$ cat config.mk
export PLATFORM = sky130hd
export DESIGN_NAME = addr_gen
export DESIGN_NICKNAME = d
export VERILOG_FILES = /design/src/rtl/addr_gen.sv
export SDC_FILE = /design/constraint.sdc
export NUM_CORES = 1
export LEC_CHECK = 0
export CORE_MARGIN = 2
export CORE_UTILIZATION = 51
export CTS_CLUSTER_DIAMETER = 100
export DETAILED_ROUTE_END_ITERATION = 10
export HOLD_SLACK_MARGIN = 0.06
export PLACE_DENSITY = 0.87
export SYNTH_ARGS = -nofsm -noshare
export SYNTH_HDL_FRONTEND = slang
export SYNTH_SLANG_ARGS = --single-unit
export TNS_END_PERCENT = 20
$ cat constraint.sdc
create_clock -name clk -period 2.8 [get_ports clk]
set_input_delay 0.84 -clock clk [delete_from_list [all_inputs] [get_ports clk]]
set_output_delay 0.84 -clock clk [all_outputs]
set_load 0.02 [all_outputs]
$ cat src/rtl/addr_gen.sv
// addr_gen: address register with single-step, windowed wrap and auto-increment burst FSM
module addr_gen #(
  parameter int AW = 16,
  parameter int LW = 8
) (
  input  logic          clk,
  input  logic          rst,
  input  logic [AW-1:0] din,
  input  logic          arload,
  input  logic          arinc,
  input  logic          ardec,
  input  logic          wrap_en,
  input  logic [AW-1:0] base,
  input  logic [AW-1:0] limit,
  input  logic          burst_start,
  input  logic [LW-1:0] burst_len,
  input  logic          mem_ack,
  output logic [AW-1:0] dout,
  output logic          mem_req,
  output logic          burst_busy,
  output logic          burst_done,
  output logic          wrapped
);
  typedef enum logic [1:0] {IDLE, BURST, DONE} state_t;
  state_t        state, state_nxt;
  logic [LW-1:0] count, count_nxt;
  logic [AW-1:0] dout_nxt, inc_addr, dec_addr;
  logic          inc_win, dec_win, inc_wrap, dec_wrap;
  logic          mem_req_nxt, busy_nxt, done_nxt, wrapped_nxt;
  // neighbour addresses: window wrap at the bounds, otherwise modulo 2^AW
  always_comb begin
    inc_win  = wrap_en && dout == limit;
    dec_win  = wrap_en && dout == base;
    inc_addr = inc_win ? base : dout + 1'b1;
    dec_addr = dec_win ? limit : dout - 1'b1;
    inc_wrap = inc_win || &dout;
    dec_wrap = dec_win || ~|dout;
  end
  // next state and next registered outputs; arload overrides everything
  always_comb begin
    state_nxt   = state;
    count_nxt   = count;
    dout_nxt    = dout;
    mem_req_nxt = 1'b0;
    busy_nxt    = 1'b0;
    done_nxt    = 1'b0;
    wrapped_nxt = 1'b0;
    if (arload) begin
      dout_nxt  = din;
      state_nxt = IDLE;
      count_nxt = '0;
    end else begin
      case (state)
        IDLE:
          if (burst_start && burst_len != '0) begin
            state_nxt   = BURST;
            count_nxt   = burst_len;
            mem_req_nxt = 1'b1;
            busy_nxt    = 1'b1;
          end else if (arinc ^ ardec) begin
            dout_nxt    = arinc ? inc_addr : dec_addr;
            wrapped_nxt = arinc ? inc_wrap : dec_wrap;
          end
        BURST: begin
          mem_req_nxt = 1'b1;
          busy_nxt    = 1'b1;
          if (mem_ack) begin
            dout_nxt    = inc_addr;
            wrapped_nxt = inc_wrap;
            count_nxt   = count - 1'b1;
            if (count == LW'(1)) begin
              state_nxt   = DONE;
              mem_req_nxt = 1'b0;
              busy_nxt    = 1'b0;
              done_nxt    = 1'b1;
            end
          end
        end
        default: state_nxt = IDLE;
      endcase
    end
  end
  // state and output registers, cleared asynchronously
  always_ff @(posedge clk or posedge rst) begin
    if (rst) begin
      state      <= IDLE;
      count      <= '0;
      dout       <= '0;
      mem_req    <= 1'b0;
      burst_busy <= 1'b0;
      burst_done <= 1'b0;
      wrapped    <= 1'b0;
    end else begin
      state      <= state_nxt;
      count      <= count_nxt;
      dout       <= dout_nxt;
      mem_req    <= mem_req_nxt;
      burst_busy <= busy_nxt;
      burst_done <= done_nxt;
      wrapped    <= wrapped_nxt;
    end
  end
endmodule

==> results of run 1 <==
-- worst paths after layout --
kind	startpoint	end
worst max-delay path	burst_len[6]	dout[12]$_DFFE_PP0P_
worst min-delay path	count[7]$_DFFE_PP0P_	count[7]$_DFFE_PP0P_
worst max register to register	dout[2]$_DFFE_PP0P_	dout[15]$_DFFE_PP0P_
worst min register to register	count[7]$_DFFE_PP0P_	count[7]$_DFFE_PP0P_
max in group asynchronous	rst	dout[5]$_DFFE_PP0P_
min in group asynchronous	rst	dout[13]$_DFFE_PP0P_
-- timing repair --
item | in CTS | in global routing
hold buffers | 0 | 0
setup endpoints to repair | 0 | 10
gates resized for setup | 0 | 7
-- registers in the layout (all words and copies together) (netlist names) --
signal,count
dout,16
count,8
state,2
burst_busy,1
burst_done,1
wrapped,1
-- power groups by stage --
stage,Sequential (mW),Clock (mW),Combinational (mW)
2_1_floorplan,0.559,0,0.605
3_3_place_gp,0.610,0,0.912
3_5_place_dp,0.613,0,0.926
4_1_cts,0.604,0.482,0.932
5_1_grt,0.618,0.500,1.03
6_report,0.611,0.480,0.959
-- per-layer routing --
| layer | GRT usage, % | part of all wire (%) |
|---|---|---|
| met3 | 5.703 | 9.8 |
| met1 | 42.59 | 40 |
| met2 | 54.90 | 48 |
| met4 | 11.98 | 2.6 |
| met5 | 0 | 0 |
-- cell families (layout without fill, tap and decap cells) --
group                      after synthesis  in the layout  synth area share [%]
and+or+nand+nor                        153            153                 27.19
muxes                                    7              7                 2.187
AOI/OAI and AO/OA                      115            115                 22.36
adders and majority gates                5              5                 1.885
buffers and inverters                   46            165                 7.730
DFF                                     29             29                 21.87
xor gates and xnor gates                61             61                 16.78
-- Yosys cell counts (4+ instances only) --
library cell	n	area, um^2
o22ai_1	9	56.30
a211oi_1	10	75.07
o21ai_0	27	135.1
ha_1	5	62.56
a31oi_1	11	68.82
o211ai_1	9	67.56
nor4_1	8	50.05
xor2_1	24	210.2
nand2_1	34	127.6
inv_1	11	41.29
o31ai_1	6	45.04
nand3_1	11	55.05
or3_1	6	37.54
a21oi_1	21	105.1
and2_1	4	25.02
buf_2	10	50.05
dfrtp_1	29	725.7
nand4_1	15	93.84
buf_6	8	90.09
nor2_1	26	97.59
nor3_1	17	85.08
xnor2_1	34	297.8
o31a_1	4	35.03
mux2i_1	5	50.05
nand2b_1	4	25.02
clkbuf_1	12	45.04
-- area by class of cell --
cell class,instances,area (um^2)
sequential,29,725.7
timing repair buffer,146,1341
inverter,11,41.29
tap,77,96.34
clock inverter,2,37.54
clock buffer,6,82.58
fill,492,1617
multi-input combinational,341,2372
-- worst register-to-register path: stages (launching register included) --
cell and delay [ns]:
dfrtp_1 0.61, nor4_4 0.64, nand4_1 0.24, nor3_1 0.24, xor2_1 0.18, mux2i_1 0.09
a311oi_1 0.27
-- stage by stage --
step / worst slack, ns / hold WS (ns) / setup TNS [ns] / utilization, % / power (mW)
floorplan: 0.4031 / 0.4874 / 0 / - / 1.165
global placement: -0.2091 / 0.5152 / -2.368 / 71.92 / 1.522
detailed placement: -0.2515 / 0.5457 / -3.056 / 71.92 / 1.538
CTS: 0.03203 / 0.5561 / 0 / 73.82 / 2.019
global route: -0.04923 / 0.5840 / -0.07783 / 74.40 / 2.145
finish: 0.05711 / 0.5686 / 0 / 74.40 / 2.050
==> metrics.yaml, run 1 <==
worstSetupPathType: "input pin to flop"
maxCapViolations: 0
seq_power_share_pct: 29.8
die_h_um: 84.66
final_cell_mix: "83 x clkdlybuf4s50_1, 60 x buf_4, 34 x xnor2_1, 34 x nand2_1, 29 x dfrtp_1"
ios: 84
crit_fanout: 7
syn-instance-count: 416
crit_cells: 9
setup_viol: 0
critPathBufInv: 3
num_vias: 3855
synth-main-ff-cell: "dfrtp_1"
clk_pin_slew_ns: 0.07
antenna_found_initial: 0
arrival_ns: 2.92
p_sw_uw: 824.1
slowest_delay_ns: 0.45
coreArea_um2: 6314
ys_warn_count: 0
drt-total-wl_um: 11900
seq_area_frac_synth_pct: 21.87
fmax_ghz: 0.3646
cts_buffer_depth: 2
place_congestion: 1.019
yosysUniqueCellTypes: 61
hold_depth: 2
final_cells: 612
synth-edff-count: 0
overflow: 0
worstHoldPathType: "flop to flop"
reg2reg_slack_ns: 0.44
drc: 0
r2r_cells: 6
first_pass_iters: 5
netlist_area_um2: 3318
dp_hpwl_um: 8984
die_x_um: 84.66
routed_via_density: 6.299
area_growth_pct: 41.55
htreeDepth: 2
hold_viol_final: 0
fin_crit_ns: 2.743
switching_share_pct: 40.21
clock_power_share_pct: 23.4
critPathLaunchType: "input pin"
nNetsFinal: 603
peakVddDrop_mv: 0.3183
grt_max_degree: 30
antenna_left: 0
drive_gt1_share_pct: 17.57
status: "completed"
final_common_cell: "clkdlybuf4s50_1"
place_area_um2: 4541
die_area_um2: 7167
cts_root_buf: "clkbuf_8"
relSlewSlack_pct: 58.62
placed_cells: 604
rows: 29
grt_pass1_wl_um: 18690
p_int_mw: 1.225
critPathSlowestCell: "clkdlybuf4s50_1"
port-buffer-count: 83
antennaDiodeCount: 0
p_leak_nw: 1.798
drt_iter0_drc: 346
cts_setup_buffers: 0
path_cells: "clkdlybuf4s50_1, nor4_2, a21oi_1, o21ai_1, buf_4, nand2_1, buf_4, a31oi_1, a21oi_1"
period_share_pct: 97.96
ys_seq_elements: 29
crit_family: "buffers and inverters"
required_ns: 2.97
end_kind: "flop"
tightest_slew_ns: 0.6206
clock_sinks: 29
grt_pass1_vias: 3771
track_usage_pct: 32.86
syn_nets: 485
cts_tree: "built"
cts_buffers: 5
initial_core_util_pct: 52.56
synth-async-reset-ratio_pct: 100.0
drv_slew: 0
skew_ns: 0.002905
clk_latency_ns: 0.29
power.combinational.fraction_pct: 46.8
final_cell_area_um2: 4697
avgRoutedWirePerCell_um: 19.44
pwr_density_cell_nw_per_um2: 436.4
postSynthAreaPerCell_um2: 7.976
(Power assumes the default switching activity.)
==> run 2: changes to the inputs <==
--- a/config.mk
+++ b/config.mk
@@ -5,6 +5,8 @@
 export SDC_FILE = /design/constraint.sdc
 export NUM_CORES = 1
 export LEC_CHECK = 0
+export ABC_AREA = 0
+export CORE_ASPECT_RATIO = 1.1
 export CORE_MARGIN = 2
 export CORE_UTILIZATION = 51
 export CTS_CLUSTER_DIAMETER = 100
==> run 2 against run 1 <==
Compared with the run above: setup slack worse by 0.014 ns; sequential power down 3.8%; cell area up 1.1%; largest power group unchanged; critical path type unchanged; register-to-register slack about the same; critical path depth down 1; critical endpoint is now dout[4]$_DFFE_PP0P_; cell count up 1.1%.
==> metrics.yaml, run 2 (synthesis gave the netlist of run 1 again) <==
pre_cts_ws_ns: -0.2834
p_leak_nw: 1.859
largest_reg_flops: 16
dp_hpwl_um: 9563
ios: 84
routed_via_density: 6.365
grt_max_degree: 30
overflow: 0
status: "completed"
drc: 0
hold_viol_final: 0
top_regs: "dout: 16 flops, count: 8 flops, state: 2 flops"
antenna_found_initial: 0
maxCapViolations: 0
cts_buffer_depth: 2
die_x_um: 80.91
drv_slew: 0
power_mw: 1.963
tightest_slew_ns: 0.6370
clk_pin_slew_ns: 0.07
area_growth_pct: 43.14
track_usage_pct: 36.29
coreArea_um2: 6231
port-buffer-count: 83
die_h_um: 88.60
worst_slack_ns: 0.04360
cts_root_buf: "clkbuf_8"
cts_buffers: 5
htreeDepth: 2
initial_core_util_pct: 53.25
num_vias: 3940
end_kind: "flop"
crit_fanout: 8
clk_latency_ns: 0.30
grt_pass1_wl_um: 19590
final_cell_mix: "79 x clkdlybuf4s50_1, 62 x buf_4, 33 x nand2_1, 30 x xnor2_1, 29 x dfrtp_1"
reg2reg_slack_ns: 0.43
drt-total-wl_um: 12860
pwr_density_cell_nw_per_um2: 413.3
rows: 30
worstSetupPathType: "input pin to flop"
antenna_left: 0
clock_sinks: 29
relSlewSlack_pct: 57.37
worstHoldPathType: "flop to flop"
critPathLaunchType: "input pin"
rsz0062_at_grt: "yes"
fmax_ghz: 0.3628
place_congestion: 0.9993
top_register: "dout"
arrival_ns: 2.94
multi_input_area_um2: 2402
final_common_cell: "clkdlybuf4s50_1"
grt_pass1_vias: 3814
drt_iter0_drc: 395
nNetsFinal: 607
ff_latch_area_um2: 725.7
skew_ns: 0.01194
die_area_um2: 7168
peakVddDrop_mv: 0.3310
first_pass_iters: 7
avgRoutedWirePerCell_um: 20.78
fillers: 489
period_share_pct: 98.44
tns_ns: 0
drive_gt1_share_pct: 19.48
required_ns: 2.98
antennaDiodeCount: 0
fin_crit_ns: 2.756
cts_setup_buffers: 0
cts_tree: "built"
setup_viol: 0
run 2: cell count changes in the layout (fill, tap and decap cells not counted), sizes merged:
cell	before	now
buf	63	67
clkdlybuf4s50	83	79
dlymetal6s2s	0	4
clkinv	0	2
bufinv	1	0
clkinvlp	1	0
run 2: report_power, final:
| group | switching, mW | internal [mW] | leakage, nW |
|---|---|---|---|
| Clock | 0.193 | 0.173 | 0.0450 |
| Combinational | 0.523 | 0.486 | 1.46 |
| Sequential | 0.122 | 0.465 | 0.356 |
run 2: area by class of cell:
cell class                      instances  share of cell area (%)
Timing Repair Buffer                  150                   29.43
Inverter                               11                  0.8693
Multi-Input combinational cell        341                   50.58
Clock buffer                            6                   1.528
Sequential cell                        29                   15.28
Tap cell                               80                   2.107
Clock inverter                          2                  0.2107
run 2: worst paths after layout:
path                                 startpoint                   end  cells past startpoint
setup reg to reg            dout[9]$_DFFE_PP0P_   dout[4]$_DFFE_PP0P_                      7
setup / recovery                       limit[9]   dout[4]$_DFFE_PP0P_                      8
min in group asynchronous                   rst   dout[5]$_DFFE_PP0P_                      3
hold reg to reg            state[1]$_DFFE_PP0P_  state[0]$_DFFE_PP0P_                      1
max in group asynchronous                   rst  count[2]$_DFFE_PP0P_                      3
hold / removal             state[1]$_DFFE_PP0P_  state[0]$_DFFE_PP0P_                      1
run 2: what timing repair did:
| item | 4_1_cts | 5_1_grt |
|---|---|---|
| cloned | 0 | 0 |
| endpoints found under the setup margin | 1 | 11 |
| gates resized for setup | 1 | 17 |
| pin swaps | 0 | 1 |
| endpoints found under the hold margin | 0 | 0 |
| hold buffers | 0 | 0 |
run 2: critical path, stage by stage:
cell and delay, ns:
clkdlybuf4s50_1 0.50, xnor2_1 0.15, nand4_1 0.22, or4_4 0.53, buf_6 0.16, o31ai_2 0.22, a21oi_1 0.08, o31a_1 0.24
run 2: through the flow:
step                      std cells  hold slack, ns  instance area, um^2  utilization [%]
after CTS                       619          0.5352                 4677            75.06
after global placement          611          0.5133                 4587            73.61
final                           619          0.5520                 4750            76.22
after detailed placement        611          0.5261                 4587            73.61
after floorplan                 416          0.4874                 3318                -
after global routing            619          0.5960                 4750            76.22
run 2: layer usage:
layer	vias to the layer above	global-route usage (%)	wire (um)
met5	-	0	0
met4	0	15.72	489
met3	53	6.837	1199
met2	274	61.83	6234
met1	1837	44.71	4938
li1	1776	-	-
==> run 3: changes to the inputs <==
--- a/config.mk
+++ b/config.mk
@@ -11,9 +11,10 @@
 export CORE_UTILIZATION = 51
 export CTS_CLUSTER_DIAMETER = 100
 export DETAILED_ROUTE_END_ITERATION = 10
+export GPL_ROUTABILITY_DRIVEN = 0
 export HOLD_SLACK_MARGIN = 0.06
 export PLACE_DENSITY = 0.87
 export SYNTH_ARGS = -nofsm -noshare
 export SYNTH_HDL_FRONTEND = slang
 export SYNTH_SLANG_ARGS = --single-unit
-export TNS_END_PERCENT = 20
+export TNS_END_PERCENT = 30
==> run 3 against run 2 <==
Compared with the run above: global-route usage is 2.9 points lower; power is 1.6% lower; largest cell class unchanged; first-iteration DRC count is 47% higher; cell area is 3.6% lower.
==> metrics.yaml, run 3 (synthesis gave the netlist of run 1 again) <==
status: "completed"
fmax_ghz: 0.3644
pwr_density_cell_nw_per_um2: 421.8
final_cell_mix: "83 x clkdlybuf4s50_1, 53 x buf_4, 34 x nand2_1, 31 x xnor2_1, 29 x dfrtp_1"
overflow: 0
critPathLaunchType: "input pin"
area_growth_pct: 38.05
num_vias: 3976
routed_via_density: 6.561
fin_crit_ns: 2.744
power_mw: 1.932
final_common_cell: "clkdlybuf4s50_1"
grt_pass1_vias: 3806
nNetsFinal: 594
top_regs: "dout: 16 flops, count: 8 flops, state: 2 flops"
dp_hpwl_um: 8526
track_usage_pct: 33.37
cts_tree: "built"
reg2reg_slack_ns: 0.37
drt-total-wl_um: 11720
antenna_found_initial: 0
rsz0062_at_grt: "no"
worstHoldPathType: "flop to flop"
drt_iter0_drc: 579
drive_gt1_share_pct: 16.54
cts_root_buf: "clkbuf_8"
avgRoutedWirePerCell_um: 19.34
skew_ns: 0.006856
ios: 84
largest_reg_flops: 16
pre_cts_ws_ns: -0.3004
rows: 30
port-buffer-count: 83
initial_core_util_pct: 53.25
required_ns: 3.04
cts_setup_buffers: 0
tightest_slew_ns: 0.8208
die_area_um2: 7168
htreeDepth: 2
setup_viol: 0
final_cells: 606
cts_buffer_depth: 2
grt_pass1_wl_um: 18380
clock_sinks: 29
end_kind: "flop"
coreArea_um2: 6231
clk_latency_ns: 0.30
drv_slew: 0
first_pass_iters: 6
hold_viol_final: 0
worstSetupPathType: "input pin to flop"
drc: 0
clk_pin_slew_ns: 0.08
p_leak_nw: 1.724
antenna_left: 0
crit_fanout: 8
top_register: "dout"
maxCapViolations: 0
cts_buffers: 5
die_h_um: 88.60
period_share_pct: 98.01
arrival_ns: 2.98
peakVddDrop_mv: 0.3002
die_x_um: 80.91
antennaDiodeCount: 0
placed_cells: 598
relSlewSlack_pct: 45.28
worst_slack_ns: 0.05558
grt_max_degree: 30
[run 3: layer usage]
layer,GRT usage (%),up-vias,wire length (um)
li1,-,1751,-
met1,40.38,1826,4236
met2,56.95,321,5646
met3,5.612,78,1245
met4,17.10,0,595
met5,0,-,0
[run 3: cell type report]
type	instances	area (um^2)
Multi-Input combinational cell	341	2374
Fill cell	478	1650
Timing Repair Buffer	137	1249
Sequential cell	29	725.7
Tap cell	80	100.1
Clock buffer	5	68.82
Inverter	11	41.29
Clock inverter	3	22.52
[run 3: critical path, stage by stage]
cell and delay [ns]:
clkdlybuf4s50_1 0.45, xor2_1 0.22, nor4b_2 0.45, nand4_4 0.19, buf_4 0.21, o311ai_0 0.43
o31a_1 0.19
[run 3: metrics by stage]
stage / area (um^2) / hold slack (ns) / TNS [ns] / util [%]
after floorplan: 3318 / 0.4874 / 0 / -
after CTS: 4554 / 0.5452 / 0 / 73.09
final: 4581 / 0.5605 / 0 / 73.51
after global routing: 4581 / 0.5964 / 0 / 73.51
after detailed placement: 4452 / 0.5282 / -3.259 / 71.45
after global placement: 4452 / 0.5243 / -2.208 / 71.45
[run 3: power breakdown]
part	internal, mW	switching (mW)
registers	0.465	0.129
logic	0.459	0.497
clock network	0.174	0.208
total	1.10	0.834
[run 3: final timing paths]
check	startpoint	endpoint	depth (start not counted)
setup / recovery	base[7]	dout[1]$_DFFE_PP0P_	7
hold / removal	state[1]$_DFFE_PP0P_	state[0]$_DFFE_PP0P_	1
setup reg to reg	dout[0]$_DFFE_PP0P_	dout[14]$_DFFE_PP0P_	7
hold reg to reg	state[1]$_DFFE_PP0P_	state[0]$_DFFE_PP0P_	1
max in group asynchronous	rst	burst_busy$_DFF_PP0_	3
min in group asynchronous	rst	dout[2]$_DFFE_PP0P_	3
[run 3: what timing repair did]
| item | 4_1_cts | 5_1_grt |
|---|---|---|
| endpoints found under the hold margin | 0 | 0 |
| hold buffers | 0 | 0 |
| resized for setup | 2 | 4 |
| pin swaps | 0 | 1 |
| endpoints found under the setup margin | 3 | 4 |
